$ cat config.mk
export PLATFORM = sky130hd
export DESIGN_NAME = i2c_burst_ctrl
export DESIGN_NICKNAME = d
export VERILOG_FILES = /design/src/rtl/i2c_burst_ctrl.sv
export SDC_FILE = /design/constraint.sdc
export NUM_CORES = 1
export LEC_CHECK = 0
export ABC_AREA = 1
export CORE_MARGIN = 4
export CORE_UTILIZATION = 55
export CTS_CLUSTER_DIAMETER = 150
export DETAILED_ROUTE_END_ITERATION = 16
export PLACE_DENSITY = 0.84
export SLEW_MARGIN = 10
export SYNTH_ARGS = -nofsm -noshare
export SYNTH_HDL_FRONTEND = slang
export SYNTH_SLANG_ARGS = --single-unit
$ cat constraint.sdc
create_clock -name Clk -period 3.2 [get_ports Clk]
set_clock_uncertainty 0.1 [all_clocks]
set_input_delay 0.64 -clock Clk [delete_from_list [all_inputs] [get_ports Clk]]
set_output_delay 0.64 -clock Clk [all_outputs]
set_load 0.01 [all_outputs]
$ cat src/rtl/i2c_burst_ctrl.sv
// I2C burst sequencer: drives the i2c_bit_shift byte engine through multi-byte write/read bursts.
// Optional device-address retry is compiled in with `define I2C_RETRY_EN.
module i2c_burst_ctrl #(
  parameter int unsigned ADDR_BYTES_MAX = 2,
  parameter int unsigned MAX_BURST      = 16,
  parameter int unsigned LEN_W          = 5,
  parameter int unsigned RETRY_MAX      = 3
) (
  input  logic                        Clk,
  input  logic                        Rst_n,
  input  logic                        start,
  input  logic                        rw,
  input  logic [7:0]                  device_id,
  input  logic [8*ADDR_BYTES_MAX-1:0] reg_addr,
  input  logic [2:0]                  addr_bytes,
  input  logic [LEN_W-1:0]            len,
  input  logic [31:0]                 dly_cnt_max,
  input  logic [7:0]                  wr_data,
  input  logic                        wr_valid,
  output logic                        wr_ready,
  output logic [7:0]                  rd_data,
  output logic                        rd_valid,
  output logic                        rd_last,
  output logic                        busy,
  output logic                        done,
  output logic                        nack_err,
  output logic [5:0]                  eng_cmd,
  output logic                        eng_go,
  output logic [7:0]                  eng_tx,
  input  logic [7:0]                  eng_rx,
  input  logic                        eng_done,
  input  logic                        eng_ack
);

  localparam int unsigned AW = 8 * ADDR_BYTES_MAX;
  localparam int unsigned CW = (LEN_W > 3) ? LEN_W : 3;
  localparam logic [5:0] CmdWr   = 6'b000001;
  localparam logic [5:0] CmdSta  = 6'b000010;
  localparam logic [5:0] CmdRd   = 6'b000100;
  localparam logic [5:0] CmdSto  = 6'b001000;
  localparam logic [5:0] CmdAck  = 6'b010000;
  localparam logic [5:0] CmdNack = 6'b100000;

  typedef enum logic [2:0] {
    StIdle, StIssue, StWait, StWrFetch, StAbort, StWaitAbort, StDly, StDone
  } state_e;
  typedef enum logic [1:0] {PhDev, PhAddr, PhDev2, PhData} phase_e;

  state_e          state_q, state_d;
  phase_e          phase_q, phase_d;
  logic [CW-1:0]   cnt_q, cnt_d;
  logic [31:0]     dly_q, dly_d;
  logic [7:0]      wdata_q, wdata_d;
  logic            nack_q, nack_d;
  logic [7:0]      rd_data_q, rd_data_d;
  logic            rd_valid_q, rd_valid_d, rd_last_q, rd_last_d;

  logic            rw_q;
  logic [7:0]      dev_q;
  logic [AW-1:0]   addr_q;
  logic [CW-1:0]   nab_q, len_q;
  logic [31:0]     dly_max_q;

  logic [CW-1:0]   nab_in, len_in, nab_last, len_last, addr_idx;
  logic [7:0]      addr_byte, byte_tx;
  logic [5:0]      byte_cmd;
  logic            byte_sto, byte_rd, accept, go_end, finish;

`ifdef I2C_RETRY_EN
  logic [7:0]      retry_cnt_q, retry_cnt_d;
  logic            retry_pend_q, retry_pend_d;
  logic            first_dev;
  assign first_dev = (phase_q == PhDev) || ((phase_q == PhDev2) && (nab_q == '0));
`else
  logic            unused_retry;
  assign unused_retry = ^RETRY_MAX;
`endif

  // Oversized requests clamp here so the byte counters can never wrap.
  assign nab_in   = (32'(addr_bytes) > ADDR_BYTES_MAX) ? CW'(ADDR_BYTES_MAX) : CW'(addr_bytes);
  assign len_in   = (32'(len) > MAX_BURST) ? CW'(MAX_BURST) : CW'(len);
  assign nab_last = nab_q - CW'(1);
  assign len_last = len_q - CW'(1);
  assign addr_idx = nab_last - cnt_q;
  assign addr_byte = 8'(addr_q >> {addr_idx, 3'b000});
  assign accept   = (state_q == StIdle) && start;

  always_comb begin
    byte_sto = 1'b0;
    byte_tx  = '0;
    byte_cmd = '0;
    byte_rd  = 1'b0;
    unique case (phase_q)
      PhDev: begin
        byte_sto = !rw_q && (nab_q == '0) && (len_q == '0);
        byte_tx  = dev_q;
        byte_cmd = CmdSta | CmdWr | (byte_sto ? CmdSto : 6'b0);
      end
      PhAddr: begin
        byte_sto = !rw_q && (cnt_q == nab_last) && (len_q == '0);
        byte_tx  = addr_byte;
        byte_cmd = CmdWr | (byte_sto ? CmdSto : 6'b0);
      end
      PhDev2: begin
        byte_tx  = dev_q | 8'h01;
        byte_cmd = CmdSta | CmdWr;
      end
      PhData: begin
        byte_sto = (cnt_q == len_last);
        byte_rd  = rw_q;
        byte_tx  = rw_q ? 8'h00 : wdata_q;
        if (rw_q) byte_cmd = CmdRd | (byte_sto ? (CmdNack | CmdSto) : CmdAck);
        else      byte_cmd = CmdWr | (byte_sto ? CmdSto : 6'b0);
      end
    endcase
  end

  always_comb begin
    state_d    = state_q;
    phase_d    = phase_q;
    cnt_d      = cnt_q;
    dly_d      = dly_q;
    wdata_d    = wdata_q;
    nack_d     = nack_q;
    rd_data_d  = rd_data_q;
    rd_valid_d = 1'b0;
    rd_last_d  = 1'b0;
    go_end     = 1'b0;
    finish     = 1'b0;
    wr_ready   = 1'b0;
    done       = 1'b0;
    eng_go     = 1'b0;
    eng_cmd    = '0;
    eng_tx     = '0;
    busy       = (state_q != StIdle) && (state_q != StDone);
`ifdef I2C_RETRY_EN
    retry_cnt_d  = retry_cnt_q;
    retry_pend_d = retry_pend_q;
`endif
    unique case (state_q)
      StIdle: if (start) begin
        nack_d  = 1'b0;
        cnt_d   = '0;
        phase_d = (rw && (nab_in == '0)) ? PhDev2 : PhDev;
        dly_d   = '0;
`ifdef I2C_RETRY_EN
        retry_cnt_d  = '0;
        retry_pend_d = 1'b0;
`endif
        if (rw && (len_in == '0)) state_d = (dly_cnt_max == '0) ? StDone : StDly;
        else                      state_d = StIssue;
      end
      StIssue: begin
        eng_go  = 1'b1;
        eng_cmd = byte_cmd;
        eng_tx  = byte_tx;
        state_d = StWait;
      end
      StWait: if (eng_done) begin
        if (byte_rd) begin
          rd_data_d  = eng_rx;
          rd_valid_d = 1'b1;
          rd_last_d  = byte_sto;
        end
        if (!byte_rd && eng_ack) begin
`ifdef I2C_RETRY_EN
          if (first_dev && (32'(retry_cnt_q) < RETRY_MAX)) begin
            retry_cnt_d  = retry_cnt_q + 8'd1;
            retry_pend_d = 1'b1;
          end else begin
            nack_d = 1'b1;
          end
`else
          nack_d = 1'b1;
`endif
          if (byte_sto) go_end = 1'b1;
          else          state_d = StAbort;
        end else if (byte_sto) begin
          go_end = 1'b1;
        end else begin
          unique case (phase_q)
            PhDev: begin
              cnt_d = '0;
              if (nab_q != '0) begin
                phase_d = PhAddr;
                state_d = StIssue;
              end else begin
                phase_d = PhData;
                state_d = StWrFetch;
              end
            end
            PhAddr: begin
              if (cnt_q != nab_last) begin
                cnt_d   = cnt_q + CW'(1);
                state_d = StIssue;
              end else if (rw_q) begin
                phase_d = PhDev2;
                state_d = StIssue;
              end else begin
                cnt_d   = '0;
                phase_d = PhData;
                state_d = StWrFetch;
              end
            end
            PhDev2: begin
              cnt_d   = '0;
              phase_d = PhData;
              state_d = StIssue;
            end
            PhData: begin
              cnt_d   = cnt_q + CW'(1);
              state_d = rw_q ? StIssue : StWrFetch;
            end
          endcase
        end
      end
      StWrFetch: begin
        wr_ready = 1'b1;
        if (wr_valid) begin
          wdata_d = wr_data;
          state_d = StIssue;
        end
      end
      StAbort: begin
        eng_go  = 1'b1;
        eng_cmd = CmdSto;
        state_d = StWaitAbort;
      end
      StWaitAbort: if (eng_done) go_end = 1'b1;
      StDly: begin
        dly_d = dly_q + 32'd1;
        if (dly_q + 32'd1 == dly_max_q) finish = 1'b1;
      end
      StDone: begin
        done    = 1'b1;
        state_d = StIdle;
      end
    endcase

    if (go_end) begin
      if (dly_max_q == '0) begin
        finish = 1'b1;
      end else begin
        state_d = StDly;
        dly_d   = '0;
      end
    end
    if (finish) begin
      state_d = StDone;
`ifdef I2C_RETRY_EN
      // A pending retry replays the whole transaction instead of completing.
      if (retry_pend_q) begin
        state_d      = StIssue;
        phase_d      = (rw_q && (nab_q == '0)) ? PhDev2 : PhDev;
        cnt_d        = '0;
        retry_pend_d = 1'b0;
      end
`endif
    end
  end

  always_ff @(posedge Clk or negedge Rst_n) begin
    if (!Rst_n) begin
      state_q    <= StIdle;
      phase_q    <= PhDev;
      cnt_q      <= '0;
      dly_q      <= '0;
      wdata_q    <= '0;
      nack_q     <= 1'b0;
      rd_data_q  <= '0;
      rd_valid_q <= 1'b0;
      rd_last_q  <= 1'b0;
`ifdef I2C_RETRY_EN
      retry_cnt_q  <= '0;
      retry_pend_q <= 1'b0;
`endif
    end else begin
      state_q    <= state_d;
      phase_q    <= phase_d;
      cnt_q      <= cnt_d;
      dly_q      <= dly_d;
      wdata_q    <= wdata_d;
      nack_q     <= nack_d;
      rd_data_q  <= rd_data_d;
      rd_valid_q <= rd_valid_d;
      rd_last_q  <= rd_last_d;
`ifdef I2C_RETRY_EN
      retry_cnt_q  <= retry_cnt_d;
      retry_pend_q <= retry_pend_d;
`endif
    end
  end

  always_ff @(posedge Clk or negedge Rst_n) begin
    if (!Rst_n) begin
      rw_q      <= 1'b0;
      dev_q     <= '0;
      addr_q    <= '0;
      nab_q     <= '0;
      len_q     <= '0;
      dly_max_q <= '0;
    end else if (accept) begin
      rw_q      <= rw;
      dev_q     <= device_id & 8'hFE;
      addr_q    <= reg_addr;
      nab_q     <= nab_in;
      len_q     <= len_in;
      dly_max_q <= dly_cnt_max;
    end
  end

  assign rd_data  = rd_data_q;
  assign rd_valid = rd_valid_q;
  assign rd_last  = rd_last_q;
  assign nack_err = nack_q;

endmodule

# Word level (Yosys, flattened, before mapping)

Cells that the tools add are included.

Logic and storage cells: 148
Input bits: 87
Output and inout port bits: 29
Flip-flop bits (word level): 127

Reduce and logical (&&, ||, !) cells: 29
Add/sub/neg operators: 5
Equality and inequality tests: 23
$lt $le $gt $ge: 2
Muxes and demuxes: 73
Shift-type cells: 1

Operators by type and width:

| cell                                          | number |
|---|---|
| 2-to-1 mux 32 bit                             | 3 |
| zero test 32 bit                              | 2 |
| one-hot mux 32 bit (2 select lines)           | 1 |
| 2-to-1 mux 5 bit                              | 7 |
| 2-to-1 mux 3 bit                              | 11 |
| adder 32 x 1 -> 32 bit, second input constant | 1 |
| equality test 32 bit                          | 1 |
| one-hot mux 8 bit (4 select lines)            | 1 |
| one-hot mux 6 bit (4 select lines)            | 1 |
| 2-to-1 mux 1 bit                              | 22 |
| zero test 5 bit                               | 4 |
| 2-to-1 mux 2 bit                              | 10 |
| one-hot mux 3 bit (6 select lines)            | 1 |
| 2-to-1 mux 8 bit                              | 2 |
| right shift 16 x 8 -> 8 bit                   | 1 |
| one-hot mux 5 bit (3 select lines)            | 1 |
| equality test 3 bit, second input constant    | 4 |
| 2-to-1 mux 4 bit                              | 3 |
| 2-to-1 mux 6 bit                              | 2 |
| one-hot mux 3 bit (4 select lines)            | 1 |
| one-hot mux 6 bit (2 select lines)            | 1 |
| equality test 5 bit                           | 2 |
| != test 2 bit, second input constant          | 5 |
| one-hot mux 5 bit (2 select lines)            | 1 |
| 30 further kinds                              | 45 |

# Logic depth before layout (Yosys ltp)

Depth in word-level cells: 12
Gate-level depth with buffers: 18
Depth with buffers taken out: 18

# Least setup slack after synthesis

No wires, ideal clock.

Kind: reg2out
From: reg nab_q[0]
To: out eng_tx[0]
Cell stages (with the launch flop): 15
Buffers on the path: 0
Setup slack: 0.235 ns
Data required time: 2.460 ns
Arrival time: 2.225 ns
Cells stage by stage: dfrtp_1 -> inv_1 -> ha_1 -> ha_1 -> inv_1 -> ha_1 -> nand2_1 -> inv_1 -> nand2_1 -> nand2_1 -> xor2_1 -> nand3_1 -> nor3_1 -> a211oi_1 -> nor3_1

Cells in the longest elaborated chain, start to end: 5

Ends and longest elaborated chain:

| item                               | RTL line | text |
|---|---|---|
| start, declared                    | 61       | `logic [CW-1:0] nab_q, len_q;` |
| start signal, assigned             | 306      | `nab_q <= nab_in;` |
| subtractor 5 x 1 -> 5 bit          | 82       | `assign nab_last = nab_q - CW'(1);` |
| subtractor 5 bit                   | 84       | `assign addr_idx = nab_last - cnt_q;` |
| right shift 16 x 8 -> 8 bit        | 85       | `assign addr_byte = 8'(addr_q >> {addr_idx, 3'b000});` |
| one-hot mux 8 bit (4 select lines) | 93       | `unique case (phase_q)` |
| 2-to-1 mux 8 bit                   | 140      | `unique case (state_q)` |
| end, declared                      | 29       | `output logic [7:0] eng_tx,` |

No other way between the ends.

# Final worst setup path

From: reg nab_q[1]
To: reg dly_q[13]

Cells in the longest elaborated chain, start to end: 9
Elaborated cells between the ends (all ways): 12
Those cells by class: add/sub: 1; eq/ne: 1; mux: 5; reduce/logical: 5

Ends and longest elaborated chain:

| item                                 | RTL line | text |
|---|---|---|
| subtractor 5 x 1 -> 5 bit            | 82       |  |
| equality test 5 bit                  | 100      | `byte_sto = !rw_q && (cnt_q == nab_last) && (len_q == '0);` |
| logical AND 1 bit (2 in a row)       | 100      |  |
| one-hot mux 1 bit (3 select lines) * | 93       |  |
| 2-to-1 mux 1 bit *                   | 176, 178 |  |
| 2-to-1 mux 1 bit *                   | 159      | `StWait: if (eng_done) begin` |
| one-hot mux 1 bit (2 select lines) * | 140      |  |
| 2-to-1 mux 32 bit *                  | 240      | `if (go_end) begin` |
| named net dly_d[13]                  | 52       | `logic [31:0] dly_q, dly_d;` |
| end signal, assigned                 | 281      | `dly_q <= dly_d;` |
| end, declared                        | 52       |  |

Mark *: on every way through the listed nets, which the timed path passes. The rest lies on a longest branch.
A chain may end at the register's enable or synchronous reset.

==> qor.txt <==
Max-cap check violation count: 0
Post-synth cell types: 46
Die area: 15,800 um^2
Clk Latency, worst-skew pair: 440 ps
Total global-route track usage: 0.281
Initial antenna violation count: 1
Tmin final: 3680 ps
Worst hold slack: 195 ps
Crit Path Class: reg -> reg
Post-Syn Area: 7610 um^2
Sequential Area: 3130 um^2
DRT iter0 DRCs: 703
Antenna diodes: 0
Leakage: 0.00457 uW
Cell taking the most area after synthesis: dfrtp_1
Post-DR vias/cell: 5.83
Fillers: 941
Most used DFF post-synth: dfrtp_1
Maximum vdd drop: 0.528 mV
Largest stage delay, worst path: 370 ps
Multi-input logic area: 4360 um^2
Met1 WL: 9160 um
Arrival time at the worst endpoint: 3890 ps
Met2 wire length: 11,700 um
DR pass1 iterations: 6
Slowest-stage cell, CP: dfrtp_1
Syn Inst Count: 1,037
Post-synth EDFFs: 0
Grt total ovfl: 0
Clock-pin slew on the worst setup and hold paths: 70 ps
NumNets Final: 1,290
CP top delay family: buffers and inverters
Area Overhead vs Synth: 33.7%
Clock Path Buffers: 2
Vias in the first global route: 7,410
Most common cell in the synthesized netlist: nand2_1
Final Hold Viols: 0
Uppermost layer routed: met4
Die X: 126 um
Total number of vias: 8,035
Clk sinks: 125
Avg Inst Size Synth: 7.34 um^2
Internal reg-to-reg setup slack: -480 ps
Critical path launch point type: flip-flop
Drt wl/cell: 17.6 um
Layout cell share with drive strength beyond 1: 0.174
Worst-Margin Slew: 816 ps
Final period util: 1.15
Wire length on met3: 2370 um
Power Density: 792 nW/um^2
Post-synthesis sequential area ratio: 0.411
Synth top area share: 0.411
Max Fclk: 272 MHz
Most common library cells after synthesis: nand2_1, dfrtp_1, inv_1
Ports: 116
Max-slew violations: 0
DP Wirelength: 16,000 um
Outcome: finished, violations left
Detail Route Antenna Nets: 0
RSZ-0062 raised after global routing: yes
Total Routed Length: 24,300 um
Area contributors post-synth: dfrtp_1, nand2_1, nand3_1, inv_1, nor2_1
Row Count: 42
Initial Util: 0.568
First-pass GRT wire length: 36,100 um
Worst min path class: in -> async
#FFs+latches synth: 125
Setup ws final: -476 ps
Total chip power: 8060 uW
Root Buffer: clkbuf_16
Req. time, crit path: 3410 ps
Syn Nets: 1,138
Failing checks: negative setup slack
Setup_tns: -20,930 ps
Die height: 126 um
Slew HR: 0.456
Maximum number of pins on one net before global-route repair: 63
Port Buffers: 114
Critical Path End Type: flip-flop
Inserted Clock Buffers: 17
Final GP Congestion: 0.983
CTS H-tree depth: 4
Crit path top cell by count: buf_4
Synth warnings: 0
Area of the core: 13,400 um^2
Place WS: -429 ps
Final setup vio count: 52
FFs w/ async S/R, synth: 1.00
CP Max Fanout: 8
CTS tree: yes
Residual DRC: 0
Crit path buf inv count: 13
[stage by stage]
step / util / cells / cell area, um^2
after global routing: 0.760 / 1378 / 10200
after global placement: 0.676 / 1327 / 9060
after floorplan: - / 1037 / 7610
final: 0.760 / 1378 / 10200
after detailed placement: 0.676 / 1327 / 9060
after CTS: 0.731 / 1370 / 9790
[power breakdown]
group | switching (uW) | total (uW) | internal (uW)
combinational | 2130 | 3620 | 1500
sequential | 437 | 2510 | 2070
clock | 806 | 1940 | 1130
[routing by layer]
metal,GRT usage,up-vias
met5,0,-
met4,0.0969,0
met3,0.0749,126
met2,0.476,467
met1,0.348,3731
li1,-,3711
[what timing repair did]
item,CTS,global route
setup buffers,11,5
endpoints found under the setup margin,9,55
hold buffers,0,0
gates cloned,0,3
pin swaps,17,18
resized for setup,62,81
[final cells by class]
type | instances | share of cell area
Multi-Input combinational cell | 792 | 0.428
Sequential cell | 125 | 0.307
Timing Repair Buffer | 161 | 0.151
Clock buffer | 20 | 0.0449
Inverter | 92 | 0.0344
Tap cell | 176 | 0.0216
Clock inverter | 12 | 0.0125
[cell families (layout without fill, tap and decap cells)]
group                    Yosys count  after routing  synth area share
XOR/XNOR                          22             22            0.0281
AND/OR/NAND/NOR                  614            615             0.351
adder cells (fa/ha/maj)           14             14            0.0240
AO/OA/AOI/OAI                    117            117            0.0868
multiplexers                      24             24            0.0342
buffers and inverters            121            285            0.0649
flip-flops                       125            125             0.411
[cells in the final DEF, fill, tap and decap left out, types with 19 or more instances in the layout]
| master | instances |
|---|---|
| nor2_1 | 65 |
| o21ai_0 | 31 |
| a21oi_1 | 34 |
| nand2_1 | 354 |
| buf_4 | 38 |
| clkbuf_16 | 19 |
| inv_1 | 82 |
| dfrtp_1 | 125 |
| clkdlybuf4s50_1 | 103 |
| nand3_1 | 77 |
[sequential cells by signal, indices dropped and copies added (netlist names)]
name,cells
len_q,5
state_q,3
dly_q,32
cnt_q,5
rd_data,8
dly_max_q,32
nab_q,3
phase_q,2
rw_q,1
rd_valid,1
wdata_q,8
addr_q,16
dev_q,7
rd_last,1
nack_err,1
[worst paths after layout]
check                                           start                       end  cells past startpoint
worst max-delay path             nab_q[1]$_DFFE_PN0P_       dly_q[13]$_DFF_PN0_                     25
worst min-delay path                            Rst_n  dly_max_q[4]$_DFFE_PN0P_                      1
worst max register to register   nab_q[1]$_DFFE_PN0P_       dly_q[13]$_DFF_PN0_                     25
worst min register to register  addr_q[9]$_DFFE_PN0P_     addr_q[9]$_DFFE_PN0P_                      2
max in group asynchronous                       Rst_n      cnt_q[3]$_DFFE_PN0P_                      2
min in group Clk                addr_q[9]$_DFFE_PN0P_     addr_q[9]$_DFFE_PN0P_                      2
[worst reg2reg max path, stage by stage, from the launching register on]
cell and delay [ps]:
dfrtp_1 370, inv_2 70, ha_4 170, ha_4 260, inv_2 40, ha_4 280, nand2_2 60, inv_2 70
buf_4 110, buf_6 80, buf_6 90, nand3_4 80, nor2_4 140, nand4_1 140, buf_4 170, buf_4 120
buf_4 120, buf_4 120, buf_4 130, nand3_2 90, nand4_1 150, nand2_2 180, o21ai_4 90, clkinv_4 100
clkbuf_16 160, a21oi_1 50
Power figures use the tool's default switching activity.
